===== src/rtl/kbd_scan_capture.sv =====
// PS/2 keyboard scan-code capture.
// Synchronizes the PS/2 clock/data pins, deserializes 11-bit frames
// (start, 8 data LSB first, odd parity, stop), aborts stalled frames,
// and tracks make/break sequences for a single displayed key with a
// two-digit BCD press counter.
module kbd_scan_capture #(
  parameter int SYNC_STAGES    = 2,
  parameter int TIMEOUT_CYCLES = 50000
) (
  input  logic       clk,
  input  logic       rst,
  input  logic       ps2_clk,
  input  logic       ps2_data,
  output logic [7:0] key_code,
  output logic       key_held,
  output logic [7:0] cnt_bcd,
  output logic       code_valid,
  output logic       frame_err
);

  localparam int            TW       = $clog2(TIMEOUT_CYCLES + 1);
  localparam logic [TW-1:0] TO_LAST  = TW'(TIMEOUT_CYCLES - 1);
  localparam logic [3:0]    LAST_BIT = 4'd10;
  localparam logic [7:0]    CODE_EXT = 8'hE0;
  localparam logic [7:0]    CODE_BRK = 8'hF0;

  typedef enum logic [1:0] {
    ST_IDLE  = 2'd0,
    ST_HELD  = 2'd1,
    ST_BREAK = 2'd2
  } state_t;

  // ---------------------------------------------------------------
  // Pin synchronizers and falling-edge detect
  // ---------------------------------------------------------------
  logic [SYNC_STAGES-1:0] clk_sync_q;
  logic [SYNC_STAGES-1:0] data_sync_q;
  logic                   clk_prev_q;
  logic                   ps2_clk_s;
  logic                   ps2_data_s;
  logic                   fall;

  assign ps2_clk_s  = clk_sync_q[SYNC_STAGES-1];
  assign ps2_data_s = data_sync_q[SYNC_STAGES-1];
  assign fall       = clk_prev_q & ~ps2_clk_s;

  // Shift pins through the synchronizer; reset to the idle-high level so
  // leaving reset can never look like a falling edge.
  always_ff @(posedge clk) begin
    if (rst) begin
      clk_sync_q  <= '1;
      data_sync_q <= '1;
      clk_prev_q  <= 1'b1;
    end else begin
      clk_sync_q  <= {clk_sync_q[SYNC_STAGES-2:0], ps2_clk};
      data_sync_q <= {data_sync_q[SYNC_STAGES-2:0], ps2_data};
      clk_prev_q  <= ps2_clk_s;
    end
  end

  // ---------------------------------------------------------------
  // Frame receiver with stall timeout
  // ---------------------------------------------------------------
  logic [9:0]    shift_q,    shift_d;
  logic [3:0]    bit_cnt_q,  bit_cnt_d;
  logic [TW-1:0] to_cnt_q,   to_cnt_d;
  logic          byte_stb_q, byte_stb_d;
  logic [7:0]    byte_q,     byte_d;
  logic          frame_err_q, frame_err_d;
  logic [10:0]   frame_w;
  logic          frame_ok;

  // The 11th bit is used live from the synchronizer, so only 10 bits are
  // stored. frame_w[0] is the start bit, frame_w[10] the stop bit.
  assign frame_w  = {ps2_data_s, shift_q};
  assign frame_ok = ~frame_w[0] & frame_w[10] & (^frame_w[9:1]);

  // Next-state logic for bit collection, frame check and timeout abort.
  always_comb begin
    shift_d     = shift_q;
    bit_cnt_d   = bit_cnt_q;
    to_cnt_d    = to_cnt_q;
    byte_stb_d  = 1'b0;
    byte_d      = byte_q;
    frame_err_d = 1'b0;
    if (fall) begin
      // Any edge restarts the stall window, including the closing edge.
      to_cnt_d = '0;
      if (bit_cnt_q == LAST_BIT) begin
        bit_cnt_d = 4'd0;
        if (frame_ok) begin
          byte_stb_d = 1'b1;
          byte_d     = frame_w[8:1];
        end else begin
          frame_err_d = 1'b1;
        end
      end else begin
        shift_d   = frame_w[10:1];
        bit_cnt_d = bit_cnt_q + 4'd1;
      end
    end else if (bit_cnt_q != 4'd0) begin
      // Only a partially received frame can stall; idle time is free.
      if (to_cnt_q == TO_LAST) begin
        bit_cnt_d   = 4'd0;
        to_cnt_d    = '0;
        frame_err_d = 1'b1;
      end else begin
        to_cnt_d = to_cnt_q + TW'(1);
      end
    end
  end

  // Receiver state registers.
  always_ff @(posedge clk) begin
    if (rst) begin
      shift_q     <= '0;
      bit_cnt_q   <= 4'd0;
      to_cnt_q    <= '0;
      byte_stb_q  <= 1'b0;
      byte_q      <= 8'h00;
      frame_err_q <= 1'b0;
    end else begin
      shift_q     <= shift_d;
      bit_cnt_q   <= bit_cnt_d;
      to_cnt_q    <= to_cnt_d;
      byte_stb_q  <= byte_stb_d;
      byte_q      <= byte_d;
      frame_err_q <= frame_err_d;
    end
  end

  // ---------------------------------------------------------------
  // Key tracking FSM and BCD press counter
  // ---------------------------------------------------------------
  state_t     state_q,      state_d;
  logic [7:0] key_code_q,   key_code_d;
  logic       key_held_q,   key_held_d;
  logic [7:0] cnt_q,        cnt_d;
  logic       code_valid_q, code_valid_d;
  logic [7:0] cnt_inc;
  logic       accept;

  // Two-digit BCD increment; ones roll into tens, 99 rolls to 00.
  always_comb begin
    cnt_inc = cnt_q;
    if (cnt_q[3:0] == 4'd9) begin
      cnt_inc[3:0] = 4'd0;
      cnt_inc[7:4] = (cnt_q[7:4] == 4'd9) ? 4'd0 : cnt_q[7:4] + 4'd1;
    end else begin
      cnt_inc[3:0] = cnt_q[3:0] + 4'd1;
    end
  end

  // Interpret each received byte against the make/break protocol.
  always_comb begin
    state_d      = state_q;
    key_code_d   = key_code_q;
    key_held_d   = key_held_q;
    cnt_d        = cnt_q;
    code_valid_d = 1'b0;
    accept       = 1'b0;
    // Extended-code prefix carries no information for a single-key display.
    if (byte_stb_q && (byte_q != CODE_EXT)) begin
      case (state_q)
        ST_IDLE: begin
          if (byte_q == CODE_BRK) begin
            state_d = ST_BREAK;
          end else begin
            accept  = 1'b1;
            state_d = ST_HELD;
          end
        end
        ST_HELD: begin
          if (byte_q == key_code_q) begin
            // Typematic repeat of the held key: nothing to report.
            state_d = ST_HELD;
          end else if (byte_q == CODE_BRK) begin
            state_d = ST_BREAK;
          end else begin
            accept = 1'b1;
          end
        end
        ST_BREAK: begin
          if ((byte_q == key_code_q) && key_held_q) begin
            key_held_d = 1'b0;
            state_d    = ST_IDLE;
          end else begin
            // Release of some other key: fall back to whatever we were showing.
            state_d = key_held_q ? ST_HELD : ST_IDLE;
          end
        end
        default: begin
          state_d = ST_IDLE;
        end
      endcase
    end
    if (accept) begin
      key_code_d   = byte_q;
      key_held_d   = 1'b1;
      cnt_d        = cnt_inc;
      code_valid_d = 1'b1;
    end
  end

  // Key FSM and output registers.
  always_ff @(posedge clk) begin
    if (rst) begin
      state_q      <= ST_IDLE;
      key_code_q   <= 8'h00;
      key_held_q   <= 1'b0;
      cnt_q        <= 8'h00;
      code_valid_q <= 1'b0;
    end else begin
      state_q      <= state_d;
      key_code_q   <= key_code_d;
      key_held_q   <= key_held_d;
      cnt_q        <= cnt_d;
      code_valid_q <= code_valid_d;
    end
  end

  assign key_code   = key_code_q;
  assign key_held   = key_held_q;
  assign cnt_bcd    = cnt_q;
  assign code_valid = code_valid_q;
  assign frame_err  = frame_err_q;

endmodule


===== config.mk =====
export PLATFORM = sky130hd
export DESIGN_NAME = kbd_scan_capture
export DESIGN_NICKNAME = d
export VERILOG_FILES = /design/src/rtl/kbd_scan_capture.sv
export SDC_FILE = /design/constraint.sdc
export NUM_CORES = 1
export LEC_CHECK = 0
export CAP_MARGIN = 20
export CORE_ASPECT_RATIO = 1.4
export CORE_MARGIN = 5
export CORE_UTILIZATION = 59
export DETAILED_ROUTE_END_ITERATION = 12
export HOLD_SLACK_MARGIN = 0.08
export PLACE_DENSITY = 0.92
export SLEW_MARGIN = 0
export SYNTH_ARGS = -nofsm -noshare
export SYNTH_HDL_FRONTEND = slang
export SYNTH_SLANG_ARGS = --single-unit

===== constraint.sdc =====
create_clock -name clk -period 6.04 [get_ports clk]
set_clock_uncertainty 0.2 [all_clocks]
set_input_delay 1.208 -clock clk [delete_from_list [all_inputs] [get_ports clk]]
set_output_delay 1.208 -clock clk [all_outputs]
set_load 0.005 [all_outputs]

==> flow_summary.yaml <==
outcome:
  outcome: "complete, no violations"
logic_synthesis:
  avgSynthCellArea_um2: 8.81
  ys_types: 47
  yosysTopAreaCell: "dfxtp_1"
  yosys_warnings: 0
  synth_edf_count: 0
  synthTopCellsByArea: "dfxtp_1 (45%), xnor2_1 (5.4%), nor2_1 (5.2%)"
  synthCells: 330
  synth_seq_cells: 65
  synth_top_area_share: 0.448
  async_flop_share: 0
  syn_nets: 338
  synth-main-ff-cell: "dfxtp_1"
  syn_area_um2: 2910
  synth.most_common_cell: "dfxtp_1"
  seq_area_frac_synth: 0.448
  synth.cells.most_frequent: "dfxtp_1 (65), nor2_1 (40), nand2_1 (33)"
routing:
  routedWlPerCell_um: 14.0
  postRouteAntennaNets: 0
  totalWireLength_um: 5900
  drtIter0Drc: 193
  via_count: 2437
  drc: 0
  drtPass1Iterations: 4
  vias_per_cell: 5.76
die:
  rows: 30
  pin_count: 23
  die-area_um2: 6450
  die_h_um: 93.1
  core_um2: 4800
  fp.dieW_um: 69.3
  start_util: 0.605
sta:
  max_freq_mhz: 365
  max-slew-margin-rel: 0.426
  tns_ns: 0
  worst_pin_slew_ns: 0.858
  finalCriticalPeriod_ns: 2.74
  setup_violations: 0
  rsz0062_at_grt: "false"
  drv_slew: 0
  final_hold_viol_count: 0
  period_share: 0.454
final_layout:
  num-nets-final: 362
  num_antenna_cells: 0
  areaGrowthSynthToFinish_pct: 16.4
  drive_gt1_frac: 0.0696
grt:
  antenna_found_initial: 0
  grtUsageMet2: 0.355
  grt_max_degree: 52
  grt.overflow.total: 0
  grtUsageMet1: 0.215
  busiest_layer: "met2"
  grt_pass1_vias: 2397
  grt_usage: 0.200
  grt_pass1_wl_um: 10400
  grtUsageMet3: 0.0516
clock_network:
  holdBufCountCts: 0
  cts_tree: "built"
  cts_made_buffers: 9
  cts.repair.resized: 0
  clkSlewWorstSetupHoldPaths_ns: 0.07
  clock_latency_ns: 0.34
  postCtsSetupBuffers: 0
  cts-root-buf: "clkbuf_8"
  clock_sinks: 65
  clock_path_buffers: 2
  h-tree-depth: 3
worst_setup_path:
  crit_type: "in2reg"
  cp.arrival_ns: 2.74
  cp-start-kind: "primary input"
  end_kind: "flop"
  path_max_fanout: 51
  required_ns: 6.04
placed_design:
  io_buffers: 22
  gp_congestion: 0.810
  dp_hpwl_um: 4040
power_and_ir_drop:
  max-vdd-ir-drop_uv: 171
  power.leakage_uw: 0.00115
  powerDensity_nw_per_um2: 250
  power_uw: 848
min_path:
  hold_path.class: "reg2reg"
flow_run:
  cap_violations: 0
-- layout make-up --
type                       count  area, µm²
multi-input combinational    247       1540
fill                         374       1420
sequential                    65       1300
timing repair buffer          24        235
clock buffer                  13        139
tap                           64       80.1
clock inverter                 3       65.1
inverter                       7       26.3
-- worst max-delay path: stages --
cell and delay [ns]:
clkdlybuf4s50_1 0.45, buf_4 0.41, nand2b_1 0.54, nor2_1 0.11
-- layout by cell type (no fill, tap or decap), drive strengths merged, types with 4 or more instances in the layout --
| cell | n |
|---|---|
| ha | 4 |
| nor3 | 4 |
| dfxtp | 65 |
| inv | 7 |
| nand4 | 6 |
| xnor2 | 18 |
| nand2 | 33 |
| xor2 | 9 |
| nor2 | 40 |
| nand3 | 17 |
| or2 | 5 |
| clkbuf | 13 |
| mux2i | 11 |
| o31ai | 4 |
| nor2b | 9 |
| o21ai | 19 |
| clkdlybuf4s50 | 22 |
| a21oi | 27 |
| or3 | 5 |
| or4 | 4 |
-- report_power, final --
part           internal, µW  switching [µW]
registers               431            2.35
clock network           233             159
logic                  8.23            13.8
-- state kept, by name, indices dropped and copies added (netlist names) --
| name | cells |
|---|---|
| byte_q | 8 |
| bit_cnt_q | 4 |
| byte_stb_q | 1 |
| shift_q | 10 |
| cnt_bcd | 8 |
| key_held | 1 |
| frame_err | 1 |
| clk_sync_q | 2 |
| state_q | 2 |
| data_sync_q | 2 |
| key_code | 8 |
| clk_prev_q | 1 |
| code_valid | 1 |
| to_cnt_q | 16 |
-- per-stage QoR --
| step | area (µm²) | setup WS (ns) | util | hold WS (ns) | std cells |
|---|---|---|---|---|---|
| after detailed placement | 3180 | 2.94 | 0.662 | 0.203 | 407 |
| after CTS | 3380 | 3.31 | 0.704 | 0.221 | 423 |
| after floorplan | 2910 | 3.84 | - | 0.189 | 330 |
| final | 3380 | 3.30 | 0.704 | 0.217 | 423 |
| after global placement | 3180 | 2.98 | 0.662 | 0.194 | 407 |
| after global routing | 3380 | 3.08 | 0.704 | 0.242 | 423 |
-- logic make-up after synthesis --
logic type               after synthesis  share of synthesized area
XOR/XNOR                              29                     0.0972
multiplexers                          11                     0.0422
buffers and inverters                 18                     0.0237
adder cells (fa/ha/maj)                4                     0.0172
AND/OR/NAND/NOR                      143                      0.253
AO/OA/AOI/OAI                         60                      0.119
flip-flops                            65                      0.448
-- layer usage --
layer	routed length (µm)	share of wire	up-vias
met3	313	0.053	14
met1	2410	0.41	1146
li1	-	-	1209
met5	0	0	-
met4	153	0.026	0
met2	3030	0.51	68
-- final timing paths --
path,to,depth (start not counted),slack (ns),startpoint
worst max-delay path,to_cnt_q[7],4,3.30,rst
worst max register to register,to_cnt_q[7],7,3.46,bit_cnt_q[0]
worst min-delay path,data_sync_q[1],1,0.22,data_sync_q[0]
worst min register to register,data_sync_q[1],1,0.22,data_sync_q[0]
Power figures use the tool's default switching activity.
